[config.mk]
export PLATFORM = sky130hd
export DESIGN_NAME = qdiv_issue
export DESIGN_NICKNAME = d
export VERILOG_FILES = /design/src/rtl/qdiv_issue.sv
export SDC_FILE = /design/constraint.sdc
export NUM_CORES = 1
export LEC_CHECK = 0
export CAP_MARGIN = 20
export CELL_PAD_IN_SITES_DETAIL_PLACEMENT = 1
export CELL_PAD_IN_SITES_GLOBAL_PLACEMENT = 1
export CORE_UTILIZATION = 40
export DETAILED_ROUTE_END_ITERATION = 10
export HOLD_SLACK_MARGIN = 0.06
export PLACE_DENSITY = 0.76
export SYNTH_ARGS = -nofsm -noshare
export SYNTH_HDL_FRONTEND = slang
export SYNTH_SLANG_ARGS = --single-unit
[constraint.sdc]
create_clock -name clk -period 6.8 [get_ports clk]
set_clock_uncertainty 0.15 [all_clocks]
set_input_delay 1.02 -clock clk [delete_from_list [all_inputs] [get_ports clk]]
set_output_delay 1.02 -clock clk [all_outputs]
set_load 0.005 [all_outputs]
[src/rtl/qdiv_issue.sv]
// qdiv_issue: operand-side front end for the sequential Q-format divider.
// Buffers dividend/divisor pairs in a small FIFO, launches one division at a
// time over the divider start/complete handshake, and holds each quotient for
// a valid/ready consumer together with a divide-by-zero flag.
//
// Optional feature macro: QDIV_DZ_BYPASS_EN
//   defined   - zero-magnitude divisors are answered locally with a saturated
//               quotient and out_dz=1, and never reach the divider
//   undefined - every entry goes to the divider and out_dz stays 0
//
// Ports
//   clk, rst_n                  clock, synchronous active-low reset
//   in_valid/in_ready           upstream operand handshake
//   in_dividend/in_divisor      sign-magnitude operands
//   out_valid/out_ready         downstream result handshake
//   out_quotient/out_dz         result and zero-divisor flag
//   div_start                   one-cycle start pulse to the divider
//   div_dividend/div_divisor    operands held for the divider
//   div_complete/div_quotient   divider status and result
//   fifo_level                  entries currently buffered
//   busy                        FSM not idle
module qdiv_issue #(
  parameter int unsigned N     = 32,
  parameter int unsigned Q     = 15,
  parameter int unsigned DEPTH = 4,
  parameter int unsigned AW    = 2
) (
  input  logic          clk,
  input  logic          rst_n,
  input  logic          in_valid,
  output logic          in_ready,
  input  logic [N-1:0]  in_dividend,
  input  logic [N-1:0]  in_divisor,
  output logic          out_valid,
  input  logic          out_ready,
  output logic [N-1:0]  out_quotient,
  output logic          out_dz,
  output logic          div_start,
  output logic [N-1:0]  div_dividend,
  output logic [N-1:0]  div_divisor,
  input  logic          div_complete,
  input  logic [N-1:0]  div_quotient,
  output logic [AW:0]   fifo_level,
  output logic          busy
);

  // Reject configurations the divider or the pointer arithmetic cannot honour.
  if (Q >= N || DEPTH != (1 << AW) || DEPTH < 2) begin : g_cfg_err
    $error("qdiv_issue: illegal parameter combination");
  end

  localparam logic [AW:0] FULL_LVL = (AW+1)'(DEPTH);

  typedef struct packed {
    logic [N-1:0] dividend;
    logic [N-1:0] divisor;
  } entry_t;

  typedef enum logic [2:0] {
    ST_IDLE,
    ST_LAUNCH,
    ST_WAIT_LO,
    ST_WAIT_HI,
    ST_HOLD
  } state_t;

  state_t          state_q;
  entry_t          mem_q [DEPTH];
  logic [AW-1:0]   wptr_q, rptr_q;
  logic [AW:0]     level_q, level_d;
  logic            in_ready_q;
  logic            out_valid_q;
  logic [N-1:0]    out_quotient_q;
  logic            out_dz_q;
  logic            div_start_q;
  logic [N-1:0]    div_dividend_q, div_divisor_q;
  entry_t          head;
  logic            push, pop;

  assign head = mem_q[rptr_q];
  assign push = in_valid && in_ready_q;
  // Pop only when idle, the divider is free and no result is waiting.
  assign pop  = (state_q == ST_IDLE) && (level_q != '0) && div_complete && !out_valid_q;

  // Next FIFO occupancy.
  always_comb begin
    level_d = level_q;
    case ({push, pop})
      2'b10:   level_d = level_q + (AW+1)'(1);
      2'b01:   level_d = level_q - (AW+1)'(1);
      default: level_d = level_q;
    endcase
  end

  // Operand storage; contents are don't-care until written.
  always_ff @(posedge clk) begin
    if (push) mem_q[wptr_q] <= '{dividend: in_dividend, divisor: in_divisor};
  end

  // FIFO pointers, level and registered ready.
  always_ff @(posedge clk) begin
    if (!rst_n) begin
      wptr_q     <= '0;
      rptr_q     <= '0;
      level_q    <= '0;
      in_ready_q <= 1'b1;
    end else begin
      if (push) wptr_q <= wptr_q + AW'(1);
      if (pop)  rptr_q <= rptr_q + AW'(1);
      level_q    <= level_d;
      in_ready_q <= (level_d != FULL_LVL);
    end
  end

  // Job sequencing FSM with registered outputs.
  always_ff @(posedge clk) begin
    if (!rst_n) begin
      state_q        <= ST_IDLE;
      out_valid_q    <= 1'b0;
      out_quotient_q <= '0;
      out_dz_q       <= 1'b0;
      div_start_q    <= 1'b0;
      div_dividend_q <= '0;
      div_divisor_q  <= '0;
    end else begin
      div_start_q <= 1'b0;
      case (state_q)
        ST_IDLE: begin
          if (pop) begin
`ifdef QDIV_DZ_BYPASS_EN
            // Zero magnitude divisor: answer locally with saturated magnitude.
            if (head.divisor[N-2:0] == '0) begin
              out_quotient_q <= {head.dividend[N-1] ^ head.divisor[N-1], {(N-1){1'b1}}};
              out_dz_q       <= 1'b1;
              out_valid_q    <= 1'b1;
              state_q        <= ST_HOLD;
            end else
`endif
            begin
              div_dividend_q <= head.dividend;
              div_divisor_q  <= head.divisor;
              div_start_q    <= 1'b1;
              state_q        <= ST_LAUNCH;
            end
          end
        end
        ST_LAUNCH: state_q <= ST_WAIT_LO;
        // Divider must first acknowledge the start by dropping complete.
        ST_WAIT_LO: if (!div_complete) state_q <= ST_WAIT_HI;
        ST_WAIT_HI: begin
          if (div_complete) begin
            out_quotient_q <= div_quotient;
            out_dz_q       <= 1'b0;
            out_valid_q    <= 1'b1;
            state_q        <= ST_HOLD;
          end
        end
        ST_HOLD: begin
          if (out_ready) begin
            out_valid_q <= 1'b0;
            state_q     <= ST_IDLE;
          end
        end
        default: state_q <= ST_IDLE;
      endcase
    end
  end

  assign in_ready     = in_ready_q;
  assign out_valid    = out_valid_q;
  assign out_quotient = out_quotient_q;
  assign out_dz       = out_dz_q;
  assign div_start    = div_start_q;
  assign div_dividend = div_dividend_q;
  assign div_divisor  = div_divisor_q;
  assign fifo_level   = level_q;
  assign busy         = (state_q != ST_IDLE);

endmodule

==> flow_summary.json, run 1 <==
{
  "grt_overflow_total": 0,
  "cap_violations": 0,
  "detail_route.drc_violations": 0,
  "synth.top_cells.by_area": "sky130_fd_sc_hd__edfxtp_1, sky130_fd_sc_hd__dfxtp_1, sky130_fd_sc_hd__mux4_2",
  "clock.fmax_ghz": 0.277,
  "num_rows": 67,
  "slew_headroom": 0.297,
  "grt_setup_unrepaired": "false",
  "dp_hpwl_mm": 18.7,
  "vias_per_cell": 5.30,
  "post-cts-setup-buffers": 0,
  "pin_count_of_the_biggest_net_entering_global_routing": 67,
  "critical_path_class": "register to output port",
  "start_util": 0.406,
  "cts_tree": "done",
  "maxSlewViolCount": 0,
  "critPathRequiredTime_ns": 5.63,
  "holdPathEnd": "out_quotient[13]$_SDFFE_PN0P_",
  "grt_antenna_before_repair": 2,
  "syn_avg_cell_area_um2": 16.1,
  "mappedNetlistNets": 950,
  "wl_per_cell_um": 21.7,
  "synth-compound-area-share": 0.0815,
  "synthMuxAreaShare": 0.107,
  "cts_num_sinks": 365,
  "finalWirelength_mm": 32.9,
  "worst-r2r-setup-slack_ns": 3.49,
  "post-route-period-util": 0.532,
  "netlist_area_um2": 13600,
  "postLayoutCellArea_um2": 17300,
  "synth_adder_area_share": 0.00607,
  "ir_worst_vdd_mv": 0.230,
  "drt_iter0_drc": 456,
  "post_route_m1_wl_mm": 13.8,
  "share_of_the_synthesized_netlist_area_taken_by_xor_and_xnor_gates": 0.00193,
  "die_height_um": 186,
  "design.die.area_um2": 34700,
  "maximum_buffer_depth_of_the_clock_tree": 3,
  "ant_nets": 0,
  "synth_enable_flop_cells": 256,
  "synth_simple_gate_area_share": 0.0504,
  "synth.yosys.warnings": 0,
  "timing.final.crit_period_ns": 3.62,
  "outcome": "finished clean",
  "area_growth_pct": 27.0,
  "regToRegEndpoint": "in_ready$_SDFF_PN1_",
  "most-common-layout-cells": "sky130_fd_sc_hd__edfxtp_1, sky130_fd_sc_hd__clkdlybuf4s50_1, sky130_fd_sc_hd__nand2_1, sky130_fd_sc_hd__dfxtp_1",
  "max_slew.worst_pin.slew_ns": 1.05,
  "synth_top_family_by_area": "multiplexers",
  "route.top_layer_used": "met5",
  "fp.dieW_um": 186,
  "report.final.hold_viol_count": 0,
  "antenna-diode-count": 0,
  "groute.usage.overall": 0.189,
  "firstDrtPassIters": 4,
  "postCtsResizedCells": 0,
  "ys_async_sr_fraction": 0,
  "timing.rr.start": "state_q[0]$_SDFFE_PN0P_",
  "pwr_density_cell_nw_per_um2": 362,
  "reg2reg_depth": 10,
  "final_layout_size_suffix_gt1_frac": 0.138,
  "via_count": 8040,
  "tritoncts.num_buffers": 40,
  "path_max_fanout": 66,
  "core_area_um2": 33500,
  "worstHoldPathType": "register to register",
  "gate_count_after_technology_mapping": 843,
  "clk_pin_slew_ns": 0.05,
  "first_global_vias": 8734,
  "met3_wirelength_mm": 1.85,
  "largest_area_contributor_in_the_netlist": "sky130_fd_sc_hd__edfxtp_1",
  "holdCritStartpoint": "out_quotient[13]$_SDFFE_PN0P_",
  "cts-hold-fix-buffers": 0,
  "synth-seq-cells": 365,
  "critPathCaptureType": "output port",
  "netlist.area_leader.share": 0.565,
  "setup-tns-final_ns": 0,
  "timing.final.setup_violations": 0,
  "io_buffers": 203,
  "power.static_leakage_nw": 6.08,
  "synth.lib_cells_used.distinct": 40,
  "layout.nets": 1145,
  "cts_max_level": 2,
  "wire_length_of_the_first_global_routing_pass_mm": 50.6,
  "crit_arrival_ns": 2.45,
  "synth_flop_cell": "sky130_fd_sc_hd__edfxtp_1",
  "synth-seq-area-share": 0.726,
  "min_path_cells": 2,
  "wl_met2_mm": 16.7,
  "routabilityCongestion": 0.749,
  "clk_root_buffer_cell": "sky130_fd_sc_hd__clkbuf_16",
  "worstSetupStartpointType": "register",
  "placement.cell_area_um2": 16000,
  "clk-insertion-delay-late_ns": 0.53,
  "layout_commonest_cell": "sky130_fd_sc_hd__edfxtp_1",
  "pin_count": 205
}
## cell families (layout without fill, tap and decap cells)
| family | after synthesis | count (layout) |
|---|---|---|
| AND/OR/NAND/NOR | 161 | 161 |
| multiplexers | 65 | 65 |
| adder cells (fa/ha/maj) | 6 | 6 |
| other | 1 | 1 |
| flip-flops | 365 | 365 |
| buffers and inverters | 72 | 298 |
| AO/OA/AOI/OAI | 170 | 170 |
| XOR/XNOR | 3 | 3 |
## how the worst max path moves through the flow
stage | slack [ns] | end | from | cells past startpoint
floorplan | 3.65 | mem_q[0][0]$_DFFE_PP_ | in_valid | 1
global placement | 3.02 | in_ready$_SDFF_PN1_ | div_complete | 9
detailed placement | 3.00 | in_ready$_SDFF_PN1_ | div_complete | 9
CTS | 3.12 | busy | state_q[0]$_SDFFE_PN0P_ | 4
global route | 3.04 | busy | state_q[0]$_SDFFE_PN0P_ | 4
finish | 3.18 | busy | state_q[0]$_SDFFE_PN0P_ | 4
## through the flow
| stage | worst slack [ns] | cells | util | hold WS [ns] | total power, mW |
|---|---|---|---|---|---|
| detailed placement | 3.00 | 1444 | 0.477 | 0.300 | 4.22 |
| global placement | 3.02 | 1443 | 0.477 | 0.291 | 4.18 |
| CTS | 3.12 | 1517 | 0.515 | 0.308 | 6.34 |
| floorplan | 3.65 | 843 | - | 0.303 | 3.63 |
| finish | 3.18 | 1517 | 0.515 | 0.305 | 6.25 |
| global route | 3.04 | 1517 | 0.515 | 0.329 | 6.51 |
## layout make-up
cell class              instances  area, um^2
clock buffers                  56        1100
inverters                      10        37.5
well taps                     448         561
flip-flops and latches        365        9880
clock inverters                17         178
multi-input cells             406        3400
fillers                      3187       16300
repair buffers                215        2120
## layer usage
layer | up-vias | track usage
met3 | 49 | 0.0376
met4 | 4 | 0.0461
met1 | 4106 | 0.238
met5 | - | 0
met2 | 246 | 0.334
li1 | 3635 | -
## Yosys cell counts (2+ instances only)
| master | count |
|---|---|
| sky130_fd_sc_hd__buf_6 | 6 |
| sky130_fd_sc_hd__ha_1 | 5 |
| sky130_fd_sc_hd__nor2_1 | 5 |
| sky130_fd_sc_hd__edfxtp_1 | 256 |
| sky130_fd_sc_hd__nand2_1 | 132 |
| sky130_fd_sc_hd__inv_1 | 7 |
| sky130_fd_sc_hd__and3_1 | 5 |
| sky130_fd_sc_hd__nand3_1 | 2 |
| sky130_fd_sc_hd__clkbuf_1 | 27 |
| sky130_fd_sc_hd__buf_2 | 20 |
| sky130_fd_sc_hd__nand2b_1 | 3 |
| sky130_fd_sc_hd__inv_2 | 3 |
| sky130_fd_sc_hd__buf_4 | 9 |
| sky130_fd_sc_hd__xor2_1 | 2 |
| sky130_fd_sc_hd__nor3_2 | 2 |
| sky130_fd_sc_hd__mux4_2 | 64 |
| sky130_fd_sc_hd__a21oi_1 | 36 |
| sky130_fd_sc_hd__a31oi_1 | 64 |
| sky130_fd_sc_hd__a21o_1 | 64 |
| sky130_fd_sc_hd__nor3_1 | 2 |
| sky130_fd_sc_hd__dfxtp_1 | 109 |
| sky130_fd_sc_hd__nor2b_1 | 2 |
## state kept, by name, summed over array words and instances (netlist names)
register and flops:
mem_q 256, div_dividend 32, div_divisor 32, out_quotient 32, fifo_level 3, state_q 3
rptr_q 2, wptr_q 2, div_start 1, in_ready 1, out_valid 1
## critical path, stage by stage, from the launching register on
cell	delay (ns)
sky130_fd_sc_hd__dfxtp_1	0.35
sky130_fd_sc_hd__nor3_4	0.18
sky130_fd_sc_hd__buf_4	0.70
sky130_fd_sc_hd__inv_2	0.17
sky130_fd_sc_hd__clkdlybuf4s50_1	0.52
## power breakdown
part	switching, mW	internal (mW)	total, mW
sequential	0.198	2.66	2.86
combinational	0.646	0.646	1.29
clock	0.848	1.25	2.10
(Power assumes the default switching activity.)
==> run 2, diff against run 1 <==
--- a/config.mk
+++ b/config.mk
@@ -11,7 +11,7 @@
 export CORE_UTILIZATION = 40
 export DETAILED_ROUTE_END_ITERATION = 10
 export HOLD_SLACK_MARGIN = 0.06
-export PLACE_DENSITY = 0.76
+export PLACE_DENSITY = 0.79
 export SYNTH_ARGS = -nofsm -noshare
 export SYNTH_HDL_FRONTEND = slang
 export SYNTH_SLANG_ARGS = --single-unit
==> constraint.sdc (replaced) <==
create_clock -name clk -period 3 [get_ports clk]
set_clock_uncertainty 0.15 [all_clocks]
set_input_delay 0.45 -clock clk [delete_from_list [all_inputs] [get_ports clk]]
set_output_delay 0.45 -clock clk [all_outputs]
set_load 0.005 [all_outputs]
==> run 2 against run 1 <==
Against the previous run: clock power up 120%; sequential share of layout area shrank 0.63 points; register-to-register slack got worse by 3.0 ns; global-route usage is 0.58 points higher; worst hold slack got worse by 0.0012 ns; utilization increased by 0.57 points; non-clock buffer count increased by 10; sequential power is 120% higher; cell area is 1.1% higher; via count up 1.9%; largest power group unchanged.
==> flow_summary.json, run 2 (synthesis gave the netlist of run 1 again) <==
{
  "wl_per_cell_um": 22.2,
  "via_count": 8193,
  "placement.cell_area_um2": 16200,
  "wire_length_of_the_first_global_routing_pass_mm": 51.9,
  "postLayoutCellArea_um2": 17500,
  "most-common-layout-cells": "sky130_fd_sc_hd__edfxtp_1, sky130_fd_sc_hd__clkdlybuf4s50_1, sky130_fd_sc_hd__nand2_1, sky130_fd_sc_hd__dfxtp_1",
  "postCtsResizedCells": 0,
  "clk_root_buffer_cell": "sky130_fd_sc_hd__clkbuf_16",
  "critPathRequiredTime_ns": 3.24,
  "final_layout_size_suffix_gt1_frac": 0.149,
  "die_height_um": 186,
  "grt_antenna_before_repair": 1,
  "setup-tns-final_ns": 0,
  "regArea_um2": 9880,
  "cap_violations": 0,
  "fillCellCount": 3184,
  "groute.usage.overall": 0.195,
  "worstHoldPathType": "register to register",
  "critical_path_cell_by_cell": "nor3_4, inv_2, nor3_1, ha_1, inv_1, fa_1, xor2_1, or3_1, a221o_1",
  "critical_path_class": "register to register",
  "timing.final.crit_period_ns": 2.56,
  "clock.fmax_ghz": 0.391,
  "design.die.area_um2": 34700,
  "clk_pin_slew_ns": 0.06,
  "num_rows": 67,
  "cts_max_level": 2,
  "timing.final.setup_violations": 0,
  "clk-insertion-delay-late_ns": 0.52,
  "maximum_buffer_depth_of_the_clock_tree": 3,
  "io_buffers": 203,
  "grt_setup_unrepaired": "false",
  "regMostFlops": "mem_q",
  "start_util": 0.406,
  "firstDrtPassIters": 4,
  "cts_tree": "done",
  "layout.nets": 1154,
  "post-cts-setup-buffers": 0,
  "cts-hold-fix-buffers": 0,
  "grt_overflow_total": 0,
  "largest_reg_flops": 256,
  "crit_arrival_ns": 2.80,
  "max_slew.worst_pin.slew_ns": 0.993,
  "power.static_leakage_nw": 6.18,
  "post-route-period-util": 0.852,
  "vias_per_cell": 5.37,
  "timing.critical_path.max_delay_family": "simple AND/OR/NAND/NOR gates",
  "finalWirelength_mm": 33.8,
  "worstSetupStartpointType": "register",
  "outcome": "finished clean",
  "detail_route.drc_violations": 0,
  "total_area_of_multi_input_combinational_cells_um2": 3400,
  "area_growth_pct": 28.4,
  "pin_count": 205,
  "report.final.hold_viol_count": 0,
  "max_stage_delay_ns": 0.37,
  "layout_commonest_cell": "sky130_fd_sc_hd__edfxtp_1",
  "routabilityCongestion": 0.759,
  "core_area_um2": 33500,
  "pwr_density_cell_nw_per_um2": 819,
  "cts_num_sinks": 365,
  "ir_worst_vdd_mv": 0.494,
  "pin_count_of_the_biggest_net_entering_global_routing": 68,
  "maxSlewViolCount": 0,
  "ant_nets": 0,
  "tritoncts.num_buffers": 39,
  "critPathCaptureType": "register",
  "path_max_fanout": 6,
  "first_global_vias": 8723,
  "slew_headroom": 0.338,
  "timing.critical_path.slowest_stage_cell": "sky130_fd_sc_hd__dfxtp_1",
  "antenna-diode-count": 0,
  "drt_iter0_drc": 446,
  "critical_path_buf_inv_count": 2,
  "dp_hpwl_mm": 19.0,
  "fp.dieW_um": 186
}
[run 2: path summary, 6_finish.rpt]
| check | start | end | slack [ns] | cells after the start |
|---|---|---|---|---|
| max | state_q[1]$_SDFFE_PN0P_ | in_ready$_SDFF_PN1_ | 0.44 | 9 |
| min | out_quotient[17]$_SDFFE_PN0P_ | out_quotient[17]$_SDFFE_PN0P_ | 0.30 | 2 |
| max reg2reg | state_q[1]$_SDFFE_PN0P_ | in_ready$_SDFF_PN1_ | 0.44 | 9 |
| min reg2reg | out_quotient[17]$_SDFFE_PN0P_ | out_quotient[17]$_SDFFE_PN0P_ | 0.30 | 2 |
[run 2: area by class of cell]
cell class / count / area share
sequential: 365 / 0.565
multi-input combinational: 406 / 0.195
timing repair buffer: 225 / 0.133
clock buffer: 61 / 0.0682
tap: 448 / 0.0321
clock inverter: 10 / 0.00458
inverter: 10 / 0.00215
[run 2: routing by layer]
layer | vias up | GRT usage | part of all wire
met5 | - | 0 | 0.00033
met2 | 265 | 0.327 | 0.49
met4 | 2 | 0.0502 | 0.020
met3 | 45 | 0.0393 | 0.061
li1 | 3643 | - | -
met1 | 4238 | 0.260 | 0.43
[run 2: where the power goes]
part,leakage (nW),internal [mW],switching (mW)
registers,3.24,6.03,0.357
clock network,0.625,2.81,1.89
logic,2.31,1.58,1.63
total,6.18,10.4,3.88
[run 2: through the flow]
stage / util / setup slack (ns) / cells / power, mW / hold slack, ns
final: 0.521 / 0.444 / 1525 / 14.3 / 0.304
after global routing: 0.521 / 0.300 / 1525 / 14.9 / 0.333
after CTS: 0.521 / 0.442 / 1525 / 14.5 / 0.307
after detailed placement: 0.483 / 0.0296 / 1454 / 9.74 / 0.299
after global placement: 0.483 / 0.0525 / 1454 / 9.64 / 0.291
after floorplan: - / 0.320 / 843 / 8.23 / 0.303
[run 2: worst register-to-register path: stages, from the launching register on]
cell                      delay [ns]
sky130_fd_sc_hd__dfxtp_1        0.37
sky130_fd_sc_hd__nor3_4         0.20
sky130_fd_sc_hd__inv_2          0.09
sky130_fd_sc_hd__nor3_1         0.14
sky130_fd_sc_hd__ha_1           0.20
sky130_fd_sc_hd__inv_1          0.06
sky130_fd_sc_hd__fa_1           0.37
sky130_fd_sc_hd__xor2_1         0.16
sky130_fd_sc_hd__or3_1          0.34
sky130_fd_sc_hd__a221o_1        0.36
==> run 3, diff against run 2 <==
--- a/config.mk
+++ b/config.mk
@@ -11,7 +11,7 @@
 export CORE_UTILIZATION = 40
 export DETAILED_ROUTE_END_ITERATION = 10
 export HOLD_SLACK_MARGIN = 0.06
-export PLACE_DENSITY = 0.79
+export PLACE_DENSITY = 0.76
 export SYNTH_ARGS = -nofsm -noshare
 export SYNTH_HDL_FRONTEND = slang
 export SYNTH_SLANG_ARGS = --single-unit
==> constraint.sdc (replaced) <==
create_clock -name clk -period 2.7 [get_ports clk]
set_clock_uncertainty 0.15 [all_clocks]
set_input_delay 0.405 -clock clk [delete_from_list [all_inputs] [get_ports clk]]
set_output_delay 0.405 -clock clk [all_outputs]
set_load 0.005 [all_outputs]
==> run 3 against run 2 <==
Against the previous run: worst hold slack lost 0.035 ns; clock power grew 16%; clock-buffer cell count shrank 10; sequential share of layout area shrank 0.81 points; sequential power grew 10%; die area is the same; fmax shrank 0.80%; flip-flop and latch count is the same; via count shrank 0.22%; first-iteration DRC count grew 21%; combinational power grew 16%; cell area grew 1.4%; critical path type unchanged; critical endpoint unchanged; largest cell class unchanged; largest power group unchanged.
==> flow_summary.json, run 3 (synthesis gave the netlist of run 1 again) <==
{
  "outcome": "finished clean",
  "io_buffers": 203,
  "cts_max_level": 2,
  "wire_length_of_the_first_global_routing_pass_mm": 53.2,
  "vias_per_cell": 5.32,
  "dp_cells": 1467,
  "drt_iter0_drc": 538,
  "holdCritStartpoint": "rst_n",
  "clk_pin_slew_ns": 0.06,
  "grt_overflow_total": 0,
  "max_stage_delay_ns": 0.38,
  "grt_antenna_before_repair": 3,
  "final.setup.worst_slack_ns": 0.124,
  "timing.critical_path.slowest_stage_cell": "sky130_fd_sc_hd__dfxtp_1",
  "power.static_leakage_nw": 6.29,
  "maximum_buffer_depth_of_the_clock_tree": 3,
  "layout_commonest_cell": "sky130_fd_sc_hd__edfxtp_1",
  "post-route-period-util": 0.954,
  "report.final.hold_viol_count": 0,
  "crit_arrival_ns": 2.82,
  "route.top_layer_used": "met5",
  "regArea_um2": 9880,
  "most-common-layout-cells": "sky130_fd_sc_hd__edfxtp_1, sky130_fd_sc_hd__clkdlybuf4s50_1, sky130_fd_sc_hd__nand2_1, sky130_fd_sc_hd__dfxtp_1",
  "area_growth_pct": 30.3,
  "final_layout_size_suffix_gt1_frac": 0.160,
  "design.die.area_um2": 34700,
  "worstSetupStartpointType": "register",
  "critical_path_class": "register to register",
  "cts-hold-fix-buffers": 0,
  "layout.nets": 1167,
  "ant_nets": 0,
  "final_cells": 1538,
  "timing.rr.start": "state_q[1]$_SDFFE_PN0P_",
  "critPathRequiredTime_ns": 2.95,
  "regMostFlops": "mem_q",
  "cap_violations": 0,
  "firstDrtPassIters": 7,
  "critPathCaptureType": "register",
  "slew_headroom": 0.314,
  "grt_setup_unrepaired": "false",
  "fp.dieW_um": 186,
  "path_max_fanout": 6,
  "report.power.total_mw": 16.2,
  "via_count": 8175,
  "dp_hpwl_mm": 20.9,
  "clk_root_buffer_cell": "sky130_fd_sc_hd__clkbuf_16",
  "routabilityCongestion": 0.790,
  "pwr_density_cell_nw_per_um2": 916,
  "setup_ws_pre_cts_ns": -0.356,
  "setup-tns-final_ns": 0,
  "antenna-diode-count": 0,
  "cts_tree": "done",
  "pin_count_of_the_biggest_net_entering_global_routing": 68,
  "timing.final.setup_violations": 0,
  "worstHoldPathType": "input pin to register",
  "pin_count": 205,
  "tritoncts.num_buffers": 39,
  "post_route_m1_wl_mm": 14.4,
  "total_area_of_multi_input_combinational_cells_um2": 3410,
  "crit_start": "state_q[1]$_SDFFE_PN0P_",
  "max_slew.worst_pin.slew_ns": 1.03,
  "die_height_um": 186,
  "largest_reg_flops": 256,
  "wl_per_cell_um": 22.7,
  "ir_worst_vdd_mv": 0.603,
  "detail_route.drc_violations": 0,
  "met3_wirelength_mm": 2.06,
  "num_rows": 67,
  "fillCellCount": 3203,
  "timing.critical_path.max_delay_family": "simple AND/OR/NAND/NOR gates",
  "timing.final.crit_period_ns": 2.58,
  "groute.usage.overall": 0.202,
  "critical_path_buf_inv_count": 2,
  "core_area_um2": 33500,
  "first_global_vias": 8903,
  "clk-insertion-delay-late_ns": 0.52,
  "cts_num_sinks": 365,
  "wl_met2_mm": 17.8,
  "critical_path_cell_by_cell": "nor3_4, inv_2, nor3_2, ha_2, inv_1, fa_1, xor2_1, or3_1, a221o_1",
  "start_util": 0.406,
  "maxSlewViolCount": 0,
  "finalWirelength_mm": 35.0,
  "clock.fmax_ghz": 0.388
}
[run 3: worst paths after layout]
kind / to / slack, ns / cells past startpoint
setup / recovery: in_ready$_SDFF_PN1_ / 0.12 / 9
hold / removal: div_start$_SDFF_PN0_ / 0.27 / 4
setup reg to reg: in_ready$_SDFF_PN1_ / 0.12 / 9
hold reg to reg: out_quotient[12]$_SDFFE_PN0P_ / 0.31 / 2
[run 3: final cells by class]
| type | count | share of cell area |
|---|---|---|
| timing repair buffer | 238 | 0.142 |
| tap | 448 | 0.0316 |
| clock buffer | 51 | 0.0617 |
| multi-input combinational | 406 | 0.192 |
| inverter | 10 | 0.00212 |
| clock inverter | 20 | 0.0129 |
| sequential | 365 | 0.557 |
[run 3: where the power goes]
group / leakage, nW / switching [mW] / internal (mW)
clock network: 0.647 / 2.13 / 3.33
logic: 2.41 / 1.92 / 1.80
registers: 3.24 / 0.342 / 6.69
[run 3: repair_timing]
action / in CTS / in global routing
buffers inserted: 0 / 0
gates resized for setup: 0 / 2
endpoints found under the setup margin: 0 / 1
[run 3: layer usage]
layer,vias up,GRT usage
li1,3681,-
met1,4177,0.249
met2,265,0.360
met3,50,0.0395
met4,2,0.0556
met5,-,0
[run 3: stage by stage]
step,util,hold WS (ns),area (um^2)
6_report,0.528,0.269,17700
4_1_cts,0.528,0.256,17700
3_5_place_dp,0.489,0.300,16400
5_1_grt,0.528,0.277,17700
2_1_floorplan,-,0.303,13600
3_3_place_gp,0.489,0.292,16400
[run 3: worst reg2reg max path, stage by stage, from the launching register on]
cell                      delay (ns)
sky130_fd_sc_hd__dfxtp_1        0.38
sky130_fd_sc_hd__nor3_4         0.21
sky130_fd_sc_hd__inv_2          0.10
sky130_fd_sc_hd__nor3_2         0.13
sky130_fd_sc_hd__ha_2           0.20
sky130_fd_sc_hd__inv_1          0.05
sky130_fd_sc_hd__fa_1           0.38
sky130_fd_sc_hd__xor2_1         0.17
sky130_fd_sc_hd__or3_1          0.34
sky130_fd_sc_hd__a221o_1        0.35
